`config.mk`:
```
export PLATFORM = sky130hd
export DESIGN_NAME = ps2_scan_decoder
export DESIGN_NICKNAME = d
export VERILOG_FILES = /design/src/rtl/ps2_scan_decoder.sv
export SDC_FILE = /design/constraint.sdc
export NUM_CORES = 1
export LEC_CHECK = 0
export ABC_AREA = 0
export BUFFER_PORTS_ARGS = -buffer_cell sky130_fd_sc_hd__buf_2
export CAP_MARGIN = 0
export CORE_MARGIN = 3
export CORE_UTILIZATION = 45
export CTS_CLUSTER_DIAMETER = 100
export DETAILED_ROUTE_END_ITERATION = 8
export PLACE_DENSITY = 0.66
export SLEW_MARGIN = 10
export SYNTH_ARGS = -nofsm -noshare
export SYNTH_HDL_FRONTEND = slang
export SYNTH_SLANG_ARGS = --single-unit
```
`constraint.sdc`:
```
create_clock -name clk -period 2.9 [get_ports clk]
set_input_delay 0.29 -clock clk [delete_from_list [all_inputs] [get_ports clk]]
set_output_delay 0.29 -clock clk [all_outputs]
set_load 0.05 [all_outputs]
```
`src/rtl/ps2_scan_decoder.sv`:
```
// rtl/ps2_scan_decoder.sv - PS/2 Set-2 prefix folding parser with event FIFO (optional Pause sequence: PS2_PAUSE_SEQ_EN)
module ps2_scan_decoder #(
    parameter int FIFO_DEPTH  = 4,
    parameter int TIMEOUT_CYC = 50000
) (
    input  logic                          clk,
    input  logic                          rst_n,
    input  logic [7:0]                    byte_i,
    input  logic                          byte_valid_i,
    input  logic                          evt_ready_i,
    output logic                          evt_valid_o,
    output logic [7:0]                    evt_code_o,
    output logic                          evt_ext_o,
    output logic                          evt_brk_o,
    output logic                          overflow_o,
    output logic [$clog2(FIFO_DEPTH):0]   level_o
);

    localparam int AW = $clog2(FIFO_DEPTH);
    localparam int TW = $clog2(TIMEOUT_CYC);
    localparam logic [TW-1:0] TMO_LAST  = TW'(TIMEOUT_CYC - 1);
    localparam logic [TW-1:0] TMO_ONE   = TW'(1);
    localparam logic [AW-1:0] PTR_ONE   = AW'(1);
    localparam logic [AW:0]   CNT_ONE   = (AW+1)'(1);
    localparam logic [AW:0]   CNT_FULL  = (AW+1)'(FIFO_DEPTH);

    typedef enum logic [2:0] {
        S_IDLE    = 3'd0,
        S_EXT     = 3'd1,
        S_BRK     = 3'd2,
        S_EXT_BRK = 3'd3
`ifdef PS2_PAUSE_SEQ_EN
        ,
        S_PAUSE   = 3'd4
`endif
    } state_t;

    state_t          state;
    state_t          state_nxt;
    logic [TW-1:0]   tmo_cnt;
    logic            byte_ok;
    logic            is_prefix;
    logic            tmo_hit;
    logic            emit;
    logic [7:0]      emit_code;
    logic            emit_ext;
    logic            emit_brk;

    logic [9:0]      mem [FIFO_DEPTH];
    logic [AW-1:0]   wr_ptr;
    logic [AW-1:0]   rd_ptr;
    logic [AW:0]     count;
    logic            full;
    logic            push;
    logic            pop;

    // 0x00/0xFF are keyboard error codes: invisible to the parser and the timeout
    assign byte_ok   = byte_valid_i && (byte_i != 8'h00) && (byte_i != 8'hFF);
    assign is_prefix = (byte_i == 8'hE0) || (byte_i == 8'hF0) || (byte_i == 8'hE1);
    assign tmo_hit   = (state != S_IDLE) && (tmo_cnt == TMO_LAST);

`ifdef PS2_PAUSE_SEQ_EN
    logic [2:0] pause_left;

    // Remaining Pause bytes to swallow after the leading 0xE1
    always_ff @(posedge clk or negedge rst_n) begin
        if (!rst_n) begin
            pause_left <= 3'd0;
        end else if (state == S_IDLE && byte_ok && byte_i == 8'hE1) begin
            pause_left <= 3'd7;
        end else if (state == S_PAUSE && byte_ok) begin
            pause_left <= pause_left - 3'd1;
        end
    end
`endif

    // Parser state register
    always_ff @(posedge clk or negedge rst_n) begin
        if (!rst_n) begin
            state <= S_IDLE;
        end else begin
            state <= state_nxt;
        end
    end

    // Parser next state; an expiring timeout overrides any byte in the same cycle
    always_comb begin
        state_nxt = state;
        if (tmo_hit) begin
            state_nxt = S_IDLE;
        end else if (byte_ok) begin
            case (state)
                S_IDLE: begin
                    if (byte_i == 8'hE0)      state_nxt = S_EXT;
                    else if (byte_i == 8'hF0) state_nxt = S_BRK;
`ifdef PS2_PAUSE_SEQ_EN
                    else if (byte_i == 8'hE1) state_nxt = S_PAUSE;
`endif
                    else                      state_nxt = S_IDLE;
                end
                S_EXT: begin
                    if (byte_i == 8'hF0)      state_nxt = S_EXT_BRK;
                    else if (byte_i == 8'hE0) state_nxt = S_EXT;
                    else                      state_nxt = S_IDLE;
                end
                S_BRK: begin
                    if (byte_i == 8'hF0)      state_nxt = S_BRK;
                    else if (byte_i == 8'hE0) state_nxt = S_EXT;
                    else                      state_nxt = S_IDLE;
                end
`ifdef PS2_PAUSE_SEQ_EN
                S_PAUSE: begin
                    if (pause_left == 3'd1)   state_nxt = S_IDLE;
                end
`endif
                default:                      state_nxt = S_IDLE;
            endcase
        end
    end

    // Parser outputs: which byte completes an event and with which flags
    always_comb begin
        emit      = 1'b0;
        emit_code = byte_i;
        emit_ext  = 1'b0;
        emit_brk  = 1'b0;
        if (!tmo_hit && byte_ok) begin
            case (state)
                S_IDLE:    emit = !is_prefix;
                S_EXT: begin
                    emit     = !is_prefix;
                    emit_ext = 1'b1;
                end
                S_BRK: begin
                    emit     = !is_prefix;
                    emit_brk = 1'b1;
                end
                S_EXT_BRK: begin
                    emit     = !is_prefix;
                    emit_ext = 1'b1;
                    emit_brk = 1'b1;
                end
`ifdef PS2_PAUSE_SEQ_EN
                S_PAUSE: begin
                    emit      = (pause_left == 3'd1);
                    emit_code = 8'h77;
                    emit_ext  = 1'b1;
                end
`endif
                default:   emit = 1'b0;
            endcase
        end
    end

    // Idle-cycle counter for abandoning half-received prefix sequences
    always_ff @(posedge clk or negedge rst_n) begin
        if (!rst_n) begin
            tmo_cnt <= '0;
        end else if (state == S_IDLE || byte_ok || tmo_hit) begin
            tmo_cnt <= '0;
        end else begin
            tmo_cnt <= tmo_cnt + TMO_ONE;
        end
    end

    assign full = (count == CNT_FULL);
    assign pop  = evt_valid_o && evt_ready_i;
    assign push = emit && (!full || pop);

    // Event storage; contents need no reset since count gates visibility
    always_ff @(posedge clk) begin
        if (push) begin
            mem[wr_ptr] <= {emit_code, emit_ext, emit_brk};
        end
    end

    // FIFO pointers, occupancy and overflow pulse
    always_ff @(posedge clk or negedge rst_n) begin
        if (!rst_n) begin
            wr_ptr     <= '0;
            rd_ptr     <= '0;
            count      <= '0;
            overflow_o <= 1'b0;
        end else begin
            if (push) wr_ptr <= wr_ptr + PTR_ONE;
            if (pop)  rd_ptr <= rd_ptr + PTR_ONE;
            if (push && !pop)      count <= count + CNT_ONE;
            else if (pop && !push) count <= count - CNT_ONE;
            overflow_o <= emit && full && !pop;
        end
    end

    assign evt_valid_o = (count != '0);
    assign level_o     = count;
    assign {evt_code_o, evt_ext_o, evt_brk_o} = evt_valid_o ? mem[rd_ptr] : 10'd0;

endmodule
```
==> results.txt, run 1 <==
* Proportion of total power due to net switching: 39.7%
- In this run the critical register-to-register path is captured at level_o[1].
* RSZ-0062 raised after global routing: no
- The number of global-route vias before repair is 1,710.
- The mapped netlist covers approximately 3000 um2.
- Top Ports: 27
* Cell with the biggest individual delay on the critical path: sky130_fd_sc_hd__or4_1
- Number of endpoints failing setup at the final stage: 0
- Kind of start point of the critical path: flip-flop
- The post-route netlist has 25.3% of its cells at a drive strength greater than 1.
- Number of search-and-repair iterations in the first detailed-routing pass: 5
* Crit path required time: 3.12 ns
* Final estimated routing congestion in global placement: 0.794
* Simple-Gate Fraction of Synth Area: 15.3%
- Largest family of logic cells by synthesized area: simple AND/OR/NAND/NOR gates
- Worst path max stage delay: 0.52 ns
* CTS sink count: 66
- The synthesized netlist devotes 1.51% of its cell area to compound gates.
- The share of synthesized area in the top cell type comes to 40.2%.
- Clk Tree Root Cell: sky130_fd_sc_hd__clkbuf_8
* Portion of total power attributed to sequential cells: between 40% and 50%
- The library cells used most frequently in the layout, excluding fill and tap cells, are 40 x sky130_fd_sc_hd__edfxtp_1, 26 x sky130_fd_sc_hd__buf_2, 26 x sky130_fd_sc_hd__dfrtp_1, 23 x sky130_fd_sc_hd__nor2_1, 14 x sky130_fd_sc_hd__and2_1.
* Leakage component of the power: 1.26 nW
- Diodes inserted: 0
- Critical path class: reg -> reg
- After global routing the overflow that remains totals 0.
- Wire length of the first global-routing pass: 8470 um
* Fraction of synthesized area in multiplexers: ~8.3%
- Average wire length per cell after detail routing: approximately 15 um
- Of all cell types, the one taking the most synthesized area is sky130_fd_sc_hd__edfxtp_1.
* Critical Path Fanout Max: 4
- H-Tree Depth: 3
- The final layout contains 271 nets.
- All-Layer GR Usage: 15.1%
* Cells along the critical path: inv_1 -> ha_1 -> or4_1 -> nor4_2 -> nor4bb_1 -> ha_1 -> inv_1 -> fa_1 -> mux2_2
- The critical path starts at state[0].
- Initial core utilization: 46.8%
- CTS Buf Count: 9
- Final clock skew: 0.00369 ns
- F_max: about 380 MHz
- Headroom to the max-slew limit came out at 56.1%.
- The Yosys step of the flow raised 0 warnings.
- After synthesis, the cell types taking the most area are sky130_fd_sc_hd__edfxtp_1 40%, sky130_fd_sc_hd__dfrtp_1 22%, sky130_fd_sc_hd__mux4_2 7.5%.
* Bufs on Longest Clock Path: 2
- For this run, the register share of the synthesized area comes to 61.9%.
* DRC: 0
- Internal power: 0.00188 W
- The routed layout has 1,699 vias.
- Reported net switching power: 0.00124 W
- At the pin with the least slew margin, the transition time is 0.658 ns.
* Syn-to-layout area delta: 12.9%
- Row cnt: 29
* WP data arrival: 2.85 ns
- Post-route minimum period: 2.62 ns
* Hold WC Path Type: in -> reg
- Total placed cells including tap cells: 313
- The library cell used most frequently in the layout, excluding fill and tap cells, is sky130_fd_sc_hd__edfxtp_1.
- Excluding fillers, the count of instances in the completed layout stands at 330.
- Counting every instance in the synthesized netlist gives about 210.
- Hold violation count in the final report: 0
- Floorplan die area: 7660 um2
- The die is 87.5 um wide.
* Run status: completed
- In the finished design, the share of the clock period the worst path needs comes to 90.5%.
* Number of nets produced by synthesis: 236
- The setup check on the worst reg-to-reg path leaves a slack of 0.28 ns.
- The number of different library cells used by synthesis comes to 38.
* Synth Area in Adders: under 10%
* Worst VDD drop: 0.686 mV
- Number of port buffers: 26
* Average footprint of a synthesized cell: 14.0 um2
- Pin count of the biggest net entering global routing: 27
- Flop and latch count out of synthesis: 66
* Share of total power in the clock network: 21.0%
- Across the run, the number of max-cap violations was 0.
* Worst setup EP type: flip-flop
- In this run the worst setup path terminates at level_o[1].
- The clock reaches the later pin of the worst-skew pair after 0.34 ns.
- Initial antenna violation count: 0
- In this run the critical register-to-register path is launched from state[0].
* Number of vias per cell after detailed routing: 5.15
* Combinational cell fraction of total power: 37.1%
- Core region area: 6390 um2
- In the final timing run, aggregate negative setup slack is 0 ns.
- Power Density: 924 nW/um2
* XOR/XNOR Fraction of Synth Area: roughly 5.6%
- Initial DRC count: 89
* Half-perimeter wire length of the detailed placement result: 3470 um
* Chip Height: 87.5 um
- TritonCTS clock tree: done
- The routed design has 4940 um of wire.
- For the worst flop-to-flop path, the logic depth is 9.
- Clock-pin slew reported for the worst setup and hold paths after clock tree synthesis: 0.07 ns
- The final max-slew violation count came to 0.
- Post-route antenna net violation count: 0
## state kept, by name (all words and copies together) (netlist names)
| register | cells |
|---|---|
| tmo_cnt | 16 |
| overflow_o | 1 |
| mem | 40 |
| state | 2 |
| level_o | 3 |
| wr_ptr | 2 |
| rd_ptr | 2 |
## critical path, delay by kind of cell (launching register included)
family	cells	cell delay [ns]
adder cells (fa/ha/maj)	3	0.86
buffers and inverters	2	0.14
flip-flops	1	0.39
multiplexers	1	0.26
AND/OR/NAND/NOR	3	0.85
## what timing repair did
item                                    in CTS  in global routing
hold buffers                                 1                  0
hold endpoints to repair                    26                  0
resized for setup                            0                  0
endpoints found under the setup margin       0                  0
setup buffers                                0                  0
## worst min path at each step
stage | startpoint | end | slack, ns | depth (start not counted)
finish | byte_i[6] | mem[0][8] | 0.20 | 1
global route | byte_i[2] | mem[0][4] | 0.19 | 1
CTS | byte_i[2] | mem[0][4] | 0.18 | 1
detailed placement | rst_n | rd_ptr[1] | 0.32 | 1
global placement | rst_n | rd_ptr[1] | 0.32 | 1
floorplan | rst_n | level_o[0] | -0.006 | 0
## area by class of cell
class                   count  area (um2)
clock inverters             7        46.3
well taps                  77        96.3
multi-input cells         132        1060
inverters                   9        33.8
fillers                   541        3010
flip-flops and latches     66        1850
repair buffers             30         163
clock buffers               9         124
## cells by family (layout without fill, tap and decap cells)
family	Yosys count	count (layout)
AND/OR/NAND/NOR	82	82
flip-flops	66	66
XOR/XNOR	19	19
multiplexers	12	12
adder cells (fa/ha/maj)	11	11
AO/OA/AOI/OAI	8	8
buffers and inverters	15	55
## routing by layer
layer | wire (um) | GRT usage, %
met1 | 2180 | 18.2
met2 | 2490 | 24.2
met3 | 214 | 6.53
met4 | 53 | 5.44
met5 | 0 | 0
## metrics by stage
step | setup WS [ns] | total power (W) | hold WS, ns | utilization [%] | cell area [um2]
floorplan | 0.190 | 0.00224 | -0.00559 | - | 2990
global placement | 0.340 | 0.00250 | 0.318 | 50.0 | 3200
detailed placement | 0.294 | 0.00251 | 0.321 | 50.0 | 3200
CTS | 0.263 | 0.00317 | 0.183 | 52.9 | 3380
global route | 0.144 | 0.00332 | 0.186 | 52.9 | 3380
finish | 0.276 | 0.00312 | 0.201 | 52.9 | 3380
## synth_stat cells
master	count
sky130_fd_sc_hd__nor2_4	1
sky130_fd_sc_hd__and3_1	1
sky130_fd_sc_hd__ha_1	10
sky130_fd_sc_hd__nand2_1	8
sky130_fd_sc_hd__dfrtp_1	26
sky130_fd_sc_hd__xor2_1	8
sky130_fd_sc_hd__or3_1	5
sky130_fd_sc_hd__nor3_1	2
sky130_fd_sc_hd__nor2_1	23
sky130_fd_sc_hd__mux2_2	1
sky130_fd_sc_hd__nand4_1	3
sky130_fd_sc_hd__mux4_2	10
sky130_fd_sc_hd__mux2_1	1
sky130_fd_sc_hd__nor3b_1	1
sky130_fd_sc_hd__nand3b_1	1
sky130_fd_sc_hd__fa_1	1
sky130_fd_sc_hd__or4b_2	1
sky130_fd_sc_hd__and2_1	14
sky130_fd_sc_hd__buf_8	1
sky130_fd_sc_hd__nor4_2	1
sky130_fd_sc_hd__buf_6	1
sky130_fd_sc_hd__o211ai_1	1
sky130_fd_sc_hd__nor4_1	2
sky130_fd_sc_hd__xnor2_1	11
sky130_fd_sc_hd__clkbuf_1	2
sky130_fd_sc_hd__nand3_1	10
sky130_fd_sc_hd__o31ai_1	1
sky130_fd_sc_hd__or2b_1	1
sky130_fd_sc_hd__nor4b_1	1
sky130_fd_sc_hd__buf_2	2
sky130_fd_sc_hd__a21oi_1	3
sky130_fd_sc_hd__inv_1	9
sky130_fd_sc_hd__nor2_2	3
sky130_fd_sc_hd__or4_4	2
sky130_fd_sc_hd__or4_1	1
sky130_fd_sc_hd__o21ai_0	3
sky130_fd_sc_hd__nor4bb_1	1
sky130_fd_sc_hd__edfxtp_1	40
## power by group through the flow
stage / combinational [W] / sequential (W) / clock (W)
after detailed placement: 0.00118 / 0.00134 / 0
after global placement: 0.00116 / 0.00133 / 0
after global routing: 0.00126 / 0.00134 / 0.000724
final: 0.00116 / 0.00131 / 0.000655
after floorplan: 0.000910 / 0.00133 / 0
after CTS: 0.00118 / 0.00132 / 0.000676
Power figures use the tool's default switching activity.
==> run 2, diff against run 1 <==
--- a/config.mk
+++ b/config.mk
@@ -12,6 +12,7 @@
 export CORE_UTILIZATION = 45
 export CTS_CLUSTER_DIAMETER = 100
 export DETAILED_ROUTE_END_ITERATION = 8
+export GPL_TIMING_DRIVEN = 0
 export PLACE_DENSITY = 0.66
 export SLEW_MARGIN = 10
 export SYNTH_ARGS = -nofsm -noshare
==> run 2 against run 1 <==
Hold slack better by 0.0027 ns. Critical path type unchanged. Sequential power down 5%. Setup slack worse by 0.14 ns. Final area increased by 3.7%. Count of clock-buffer cells in the layout did not move. Wire length rose by 4.1%. Non-clock buffer count rose by 5. Largest cell class unchanged. Highest routed layer unchanged.
==> results.txt, run 2 (synthesis results as in run 1) <==
* Worst slack, placed: -0.0632 ns (-0.357 ns)
* Finished Cell Area: 3500 um2 (+3.7%)
- The flip-flop count of the largest register after layout is 40 (unchanged).
- Diodes inserted: 0 (unchanged)
- The power density normalized to cell area is 956 nW/um2 (+3.5%).
* Maximum capacitance violations: 0 (unchanged)
- Initial DRC count: 118 (+33%)
- Post-route minimum period: 2.77 ns (+0.142 ns)
* WP data arrival: 3.00 ns (+0.15 ns)
* Crit path required time: 3.13 ns (about the same)
- Kind of start point of the critical path: flip-flop
- Register containing the most flip-flops in the final layout: mem
* Horizontal die dimension: 87.5 um (unchanged)
- The final max-slew violation count is 0 (unchanged).
- The average via count per standard cell is 5.19 (+0.88%).
- Number of endpoints failing setup at the final stage: 0 (unchanged)
- Pin count of the biggest net entering global routing: 27 (unchanged)
* Combinational cell fraction of total power: 37.0% (about the same)
* Half-perimeter wire length of the detailed placement result: 3580 um (+3.1%)
- The placement-stage cell area is 3220 um2 (+0.67%).
- TritonCTS built the clock tree.
- The final clock skew came to 0.0106 ns (+0.00689 ns).
- Run status: completed
- Worst hold path endpoint: mem[0][2]
- The switching power total was 0.00128 W (+3.1%).
- Register-to-register setup slack: 0.13 ns (-0.14 ns)
- Post-route antenna net violation count: 0 (unchanged)
* Number of fillers in the final layout: 541 (unchanged)
- Critical path class: reg -> reg
- The length of the first detailed-routing pass in iterations came to 4 (-1).
- The share of total power consumed by net switching came to 38.1% (-1.6 points).
* Initial core utilization: 46.8% (unchanged)
- The total of buffers placed on input and output ports came to 26 (unchanged).
* Storage element area: 1850 um2 (unchanged)
- The number of non-filler instances in the completed layout came to 335 (+1.5%).
- Bufs on Longest Clock Path: 2 (unchanged)
* Worst-margin pin slew: 0.698 ns (+0.0401 ns)
- The worst setup path is captured at a flip-flop.
* RR Endpoint: level_o[1]
- The insertion delay of the later-clocked pin in the worst-skew pair was 0.35 ns (about the same).
- The overall die area came to 7660 um2 (unchanged).
- The number of antenna violations at the first check in global routing is 0 (unchanged).
- Final wirelength: 5150 um (+4.1%)
- End-of-flow core utilization: 54.8% (+2.0 points)
- Most common cell after layout, fill and taps aside: sky130_fd_sc_hd__edfxtp_1
- Start of the worst register-to-register path: state[1]
- Row cnt: 29 (unchanged)
* Total Nets Final: 276 (+1.8%)
- The cell depth of the worst min-delay path was 1 (unchanged).
* Worst hold margin: 0.204 ns (+0.00270 ns)
* Hold WC Path Type: in -> reg
* Average wire length per cell after detail routing: 15.4 um (+2.6%)
* Top Ports: 27 (unchanged)
- The share of layout cells above drive strength 1 was 27.5% (+2.2 points).
- Commonest non-fill, non-tap cells in the layout: 40 x sky130_fd_sc_hd__edfxtp_1, 27 x sky130_fd_sc_hd__buf_2, 26 x sky130_fd_sc_hd__dfrtp_1, 23 x sky130_fd_sc_hd__nor2_1, 14 x sky130_fd_sc_hd__and2_1
- Clock-pin slew reported for the worst setup and hold paths after clock tree synthesis: 0.07 ns (about the same)
* Final period utilization: 95.4% (+4.9 points)
- Via count of the first global-routing pass: 1,670 (-2.3%)
* Min-Delay Startpoint: byte_i[0]
* Worst max-slew margin expressed relative to the limit: 53.5% (-2.7 points)
- The largest voltage drop on the vdd net was 0.636 mV (-7.3%).
* Portion of total power attributed to sequential cells: 37.3% (-4.6 points)
* Internal power: 0.00207 W (+10%)
* CTS Buf Count: 9 (unchanged)
- The minimum setup slack in the final design came to 0.134 ns (-0.142 ns).
- The global router's overall resource usage is 15.2% (+0.087 points).
* Core region area: 6390 um2 (unchanged)
* Share of total power in the clock network: 25.7% (+4.7 points)
- The overall die height is 87.5 um (unchanged).
- The total overflow reported by the global router came to 0 (unchanged).
- The cell sitting at the root of the clock tree is a sky130_fd_sc_hd__clkbuf_8.
* Critical Path Fanout Max: 7 (+3)
* DRC: 0 (unchanged)
* Cell count of the worst reg-to-reg path: 9 (unchanged)
- The multi-input logic area came to 1090 um2 (+3.1%).
- F_max: 362 MHz (-5.1%)
- CTS sink count: 66 (unchanged)
- Final estimated routing congestion in global placement: 0.846 (+6.5%)
- Hold violation count in the final report: 0 (unchanged)
- The via count of the routed design came to 1,740 (+2.4%).
- The H-tree depth is 3 (unchanged).
- The wire length of the first global-routing pass came to 8550 um (+0.98%).
- Leakage component of the power: 1.32 nW (+5.4%)
- The number of placed instances, taps included is 316 (+0.96%).
* Syn-to-layout area delta: 17.1%
run 2: changes by cell type in the layout (fill, tap and decap cells not counted), sizes merged:
| cell | delta |
|---|---|
| clkbuf | +2 |
| bufinv | +2 |
| clkinv | -2 |
| inv | +1 |
| clkinvlp | -1 |
| buf | +3 |
run 2: worst max-delay path by stage:
stage | start | endpoint | slack, ns
3_3_place_gp | state[0] | level_o[1] | -0.03
2_1_floorplan | state[0] | level_o[1] | 0.19
5_1_grt | state[1] | level_o[1] | -0.03
4_1_cts | state[0] | level_o[1] | 0.006
6_report | state[1] | level_o[1] | 0.13
3_5_place_dp | state[0] | level_o[1] | -0.06
run 2: per-layer routing:
metal | vias up | routed length [um] | GRT usage (%) | part of all wire [%]
met4 | 0 | 94 | 5.86 | 1.8
li1 | 849 | - | - | -
met3 | 8 | 233 | 5.87 | 4.5
met5 | - | 0 | 0 | 0
met1 | 849 | 2320 | 18.5 | 45
met2 | 34 | 2510 | 24.5 | 49
run 2: timing repair:
item / CTS / global route
gates resized for setup: 1 / 5
pin swaps: 0 / 3
cloned: 0 / 0
hold buffers: 1 / 0
hold endpoints to repair: 26 / 0
endpoints found under the setup margin: 1 / 2
setup buffers: 0 / 3
run 2: power groups by stage:
stage	registers, W	clock network [W]	logic [W]
3_5_place_dp	0.00127	0	0.00126
2_1_floorplan	0.00133	0	0.000910
6_report	0.00125	0.000860	0.00124
3_3_place_gp	0.00126	0	0.00123
4_1_cts	0.00125	0.000871	0.00126
5_1_grt	0.00127	0.000930	0.00132
run 2: final cells by class:
class | instances | area share (%)
inverters | 9 | 0.965
clock buffers | 9 | 3.54
repair buffers | 30 | 4.64
well taps | 77 | 2.75
multi-input cells | 132 | 31.2
flip-flops and latches | 66 | 52.9
clock inverters | 7 | 2.89
plain buffers | 5 | 1.11
run 2: per-stage QoR:
stage | power (W) | setup TNS (ns)
5_1_grt | 0.00352 | -0.0320
2_1_floorplan | 0.00224 | 0
4_1_cts | 0.00338 | 0
6_report | 0.00335 | 0
3_5_place_dp | 0.00253 | -0.0632
3_3_place_gp | 0.00250 | -0.0312
run 2: worst max-delay path, cell delays in order, from the launching register on:
cell	delay [ns]
sky130_fd_sc_hd__dfrtp_1	0.39
sky130_fd_sc_hd__inv_1	0.08
sky130_fd_sc_hd__ha_2	0.19
sky130_fd_sc_hd__or4_4	0.53
sky130_fd_sc_hd__nor4_4	0.40
sky130_fd_sc_hd__nor4bb_4	0.12
sky130_fd_sc_hd__ha_2	0.22
sky130_fd_sc_hd__inv_1	0.06
sky130_fd_sc_hd__fa_1	0.40
sky130_fd_sc_hd__mux2_2	0.26
==> run 3, diff against run 2 <==
==> constraint.sdc (replaced) <==
create_clock -name clk -period 2.45 [get_ports clk]
set_input_delay 0.245 -clock clk [delete_from_list [all_inputs] [get_ports clk]]
set_output_delay 0.245 -clock clk [all_outputs]
set_load 0.05 [all_outputs]
==> run 3 against run 2 <==
Global-route usage increased by 0.31 points. Die area unchanged. Core utilization increased by 0.33 points. Largest power group unchanged. Largest cell class unchanged. Cell count increased by 0.60%. Final area increased by 0.61%. Sequential share of layout area decreased by 0.21 points. Critical path type unchanged. Power increased by 15%. Combinational power increased by 20%. Register-to-register slack got worse by 0.06 ns. Via count increased by 2.4%. Clock skew increased by 0.0017 ns.
==> results.txt, run 3 (synthesis results as in run 1) <==
- CTS sink count: 66 (unchanged)
- Wire length of the first global-routing pass: 8890 um (+4.0%)
- Kind of start point of the critical path: flip-flop
- Hold WC Path Type: in -> reg
- Worst-margin pin slew: 0.671 ns (-0.0274 ns)
* Portion of total power attributed to sequential cells: 38.5% (+1.2 points)
- Number of search-and-repair iterations in the first detailed-routing pass: 4 (unchanged)
- The final max-slew violation count came to 0 (unchanged).
* Share of total power in the clock network: 23.0% (-2.7 points)
- The worst setup path is captured at a flip-flop.
- Top Ports: 27 (unchanged)
- The maximum fanout encountered on the critical timing path is 4 (-3).
- Worst hold path endpoint: mem[0][8]
- Leakage component of the power: 1.33 nW (+0.28%)
- Total congestion overflow after global routing: 0 (unchanged)
- The hold violation total from the final report was 0 (unchanged).
- Number of stages on the worst hold path: 1 (unchanged)
- PnR worst setup slack: 0.0716 ns (-0.0626 ns)
- RSZ-0062 raised after global routing: yes
- Run status: completed
- Final period utilization: 97.1% (+1.7 points)
- Syn-to-layout area delta: 17.8%
- Post-route antenna net violation count: 0 (unchanged)
- Diodes inserted: 0 (unchanged)
- Clock-pin slew reported for the worst setup and hold paths after clock tree synthesis: 0.07 ns (about the same)
- The cell-internal power is 0.00239 W (+15%).
- Cell count of the worst reg-to-reg path: 9 (unchanged)
- Reported net switching power: 0.00147 W (+15%)
- Worst hold margin: 0.163 ns (-0.0410 ns)
* Critical path class: reg -> reg
- The post-detailed-route DRC marker count was 0 (unchanged).
- The share of layout cells above drive strength 1 was 30.8% (+3.2 points).
- The overall die height came to 87.5 um (unchanged).
- Commonest non-fill, non-tap cells in the layout: 40 x sky130_fd_sc_hd__edfxtp_1, 27 x sky130_fd_sc_hd__buf_2, 23 x sky130_fd_sc_hd__nor2_1, 23 x sky130_fd_sc_hd__dfrtp_1, 14 x sky130_fd_sc_hd__and2_1
- Pin count of the biggest net entering global routing: 27 (unchanged)
- Register containing the most flip-flops in the final layout: mem
- The overall die area was 7660 um2 (unchanged).
* Clk Tree Root Cell: sky130_fd_sc_hd__clkbuf_8
* Worst VDD drop: 0.817 mV (+28%)
- The maximum count of clock buffers along a single path is 2 (unchanged).
- Number of endpoints failing setup at the final stage: 0 (unchanged)
- The worst slew slack as a fraction of its limit came to 55.3% (+1.8 points).
* Total negative slack: 0 ns (unchanged)
* Latest clock arrival within the worst-skew pair: 0.34 ns (about the same)
* Average wire length per cell after detail routing: 15.5 um (+0.87%)
- The startpoint identified for the worst register-to-register timing path is state[0].
- The global router's overall resource usage came to 15.5% (+0.31 points).
- The setup slack of the most critical reg-to-reg path is 0.07 ns (-0.06 ns).
- Worst slack, placed: -0.309 ns (-0.246 ns)
- The HPWL reported at the end of detailed placement was 3600 um (+0.67%).
* Min-Delay Startpoint: byte_i[6]
- The horizontal die dimension is 87.5 um (unchanged).
- Final clock skew: 0.0123 ns (+0.00169 ns)
- Row cnt: 29 (unchanged)
- RR Endpoint: level_o[1]
- TritonCTS built the clock tree.
- Total Nets Final: 278 (+0.72%)
* Proportion of total power due to net switching: 38.2% (+0.080 points)
- Number of flip-flops in the largest register: 40 (unchanged)
- The effective utilization at floorplan is 46.8% (unchanged).
- Number of port buffers: 26 (unchanged)
* H-Tree Depth: 3 (unchanged)
* Vias post-DR: 1,782 (+2.4%)
- Power Density: 1100 nW/um2 (+15%)
* Maximum capacitance violations: 0 (unchanged)
- Total power consumption of the routed design: 0.00386 W (+15%)
* Core region area: 6390 um2 (unchanged)
- The clock buffer count from CTS is 9 (unchanged).
* Combinational cell fraction of total power: 38.5% (+1.5 points)
- Post-route minimum period: 2.38 ns (-0.387 ns)
* Crit path required time: 2.66 ns (-0.47 ns)
- The highest clock rate was 420 MHz (+16%).
- The average via count per standard cell was 5.29 (+1.8%).
* Initial antenna violation count: 0 (unchanged)
- The post-detailed-routing wire length came to 5230 um (+1.5%).
- The final weighted congestion in routability-driven placement is 0.859 (+1.6%).
- The critical path arrival is 2.59 ns (-0.41 ns).
- Most common cell after layout, fill and taps aside: sky130_fd_sc_hd__edfxtp_1
* Initial DRC count: 129 (+9.3%)
- The number of global-route vias before repair is 1,831 (+9.6%).
run 3: worst max-delay path by stage:
stage | from | to | slack (ns) | depth (start not counted)
floorplan | state[1] | level_o[1] | -0.13 | 10
global placement | state[1] | level_o[1] | -0.29 | 10
detailed placement | state[1] | level_o[1] | -0.31 | 10
CTS | state[1] | level_o[1] | 0.03 | 9
global route | state[1] | level_o[1] | -0.02 | 9
finish | state[0] | level_o[1] | 0.07 | 9
run 3: worst max-delay path, stage by stage, from the launching register on:
cell                       delay, ns
sky130_fd_sc_hd__dfrtp_1        0.37
sky130_fd_sc_hd__inv_2          0.06
sky130_fd_sc_hd__ha_4           0.16
sky130_fd_sc_hd__or4_4          0.42
sky130_fd_sc_hd__nor4_4         0.23
sky130_fd_sc_hd__nor4bb_4       0.11
sky130_fd_sc_hd__ha_4           0.19
sky130_fd_sc_hd__inv_2          0.04
sky130_fd_sc_hd__fa_1           0.40
sky130_fd_sc_hd__mux2_2         0.27
run 3: final cells by class:
class	instances	area, um2
inverters	9	33.8
fillers	517	2860
clock buffers	11	141
multi-input cells	132	1120
plain buffers	5	38.8
repair buffers	32	178
well taps	77	96.3
clock inverters	5	55.1
flip-flops and latches	66	1860
run 3: power by group through the flow:
| stage | Clock [W] | Combinational (W) | Sequential, W |
|---|---|---|---|
| after floorplan | 0 | 0.00109 | 0.00158 |
| after global placement | 0 | 0.00148 | 0.00150 |
| after detailed placement | 0 | 0.00149 | 0.00151 |
| after CTS | 0.000913 | 0.00151 | 0.00149 |
| after global routing | 0.000966 | 0.00160 | 0.00151 |
| final | 0.000890 | 0.00149 | 0.00149 |
run 3: routing by layer:
layer / GRT usage (%) / share of wire [%] / vias up
met5: 0 / 0 / -
met4: 8.65 / 3.0 / 0
met3: 3.41 / 3.3 / 15
met2: 25.4 / 50 / 44
met1: 19.0 / 44 / 872
li1: - / - / 851
run 3: timing repair:
action | 4_1_cts | 5_1_grt
gates resized for setup | 4 | 4
endpoints found under the hold margin | 26 | 0
hold buffers | 1 | 0
setup buffers | 5 | 0
pin swaps | 2 | 2
setup endpoints to repair | 19 | 12
gates cloned | 0 | 0
run 3: metrics by stage:
step / std cells / area (um2) / util [%]
2_1_floorplan: 213 / 3020 / -
3_3_place_gp: 316 / 3250 / 50.8
3_5_place_dp: 316 / 3250 / 50.8
4_1_cts: 337 / 3510 / 54.9
5_1_grt: 337 / 3520 / 55.2
6_report: 337 / 3520 / 55.2
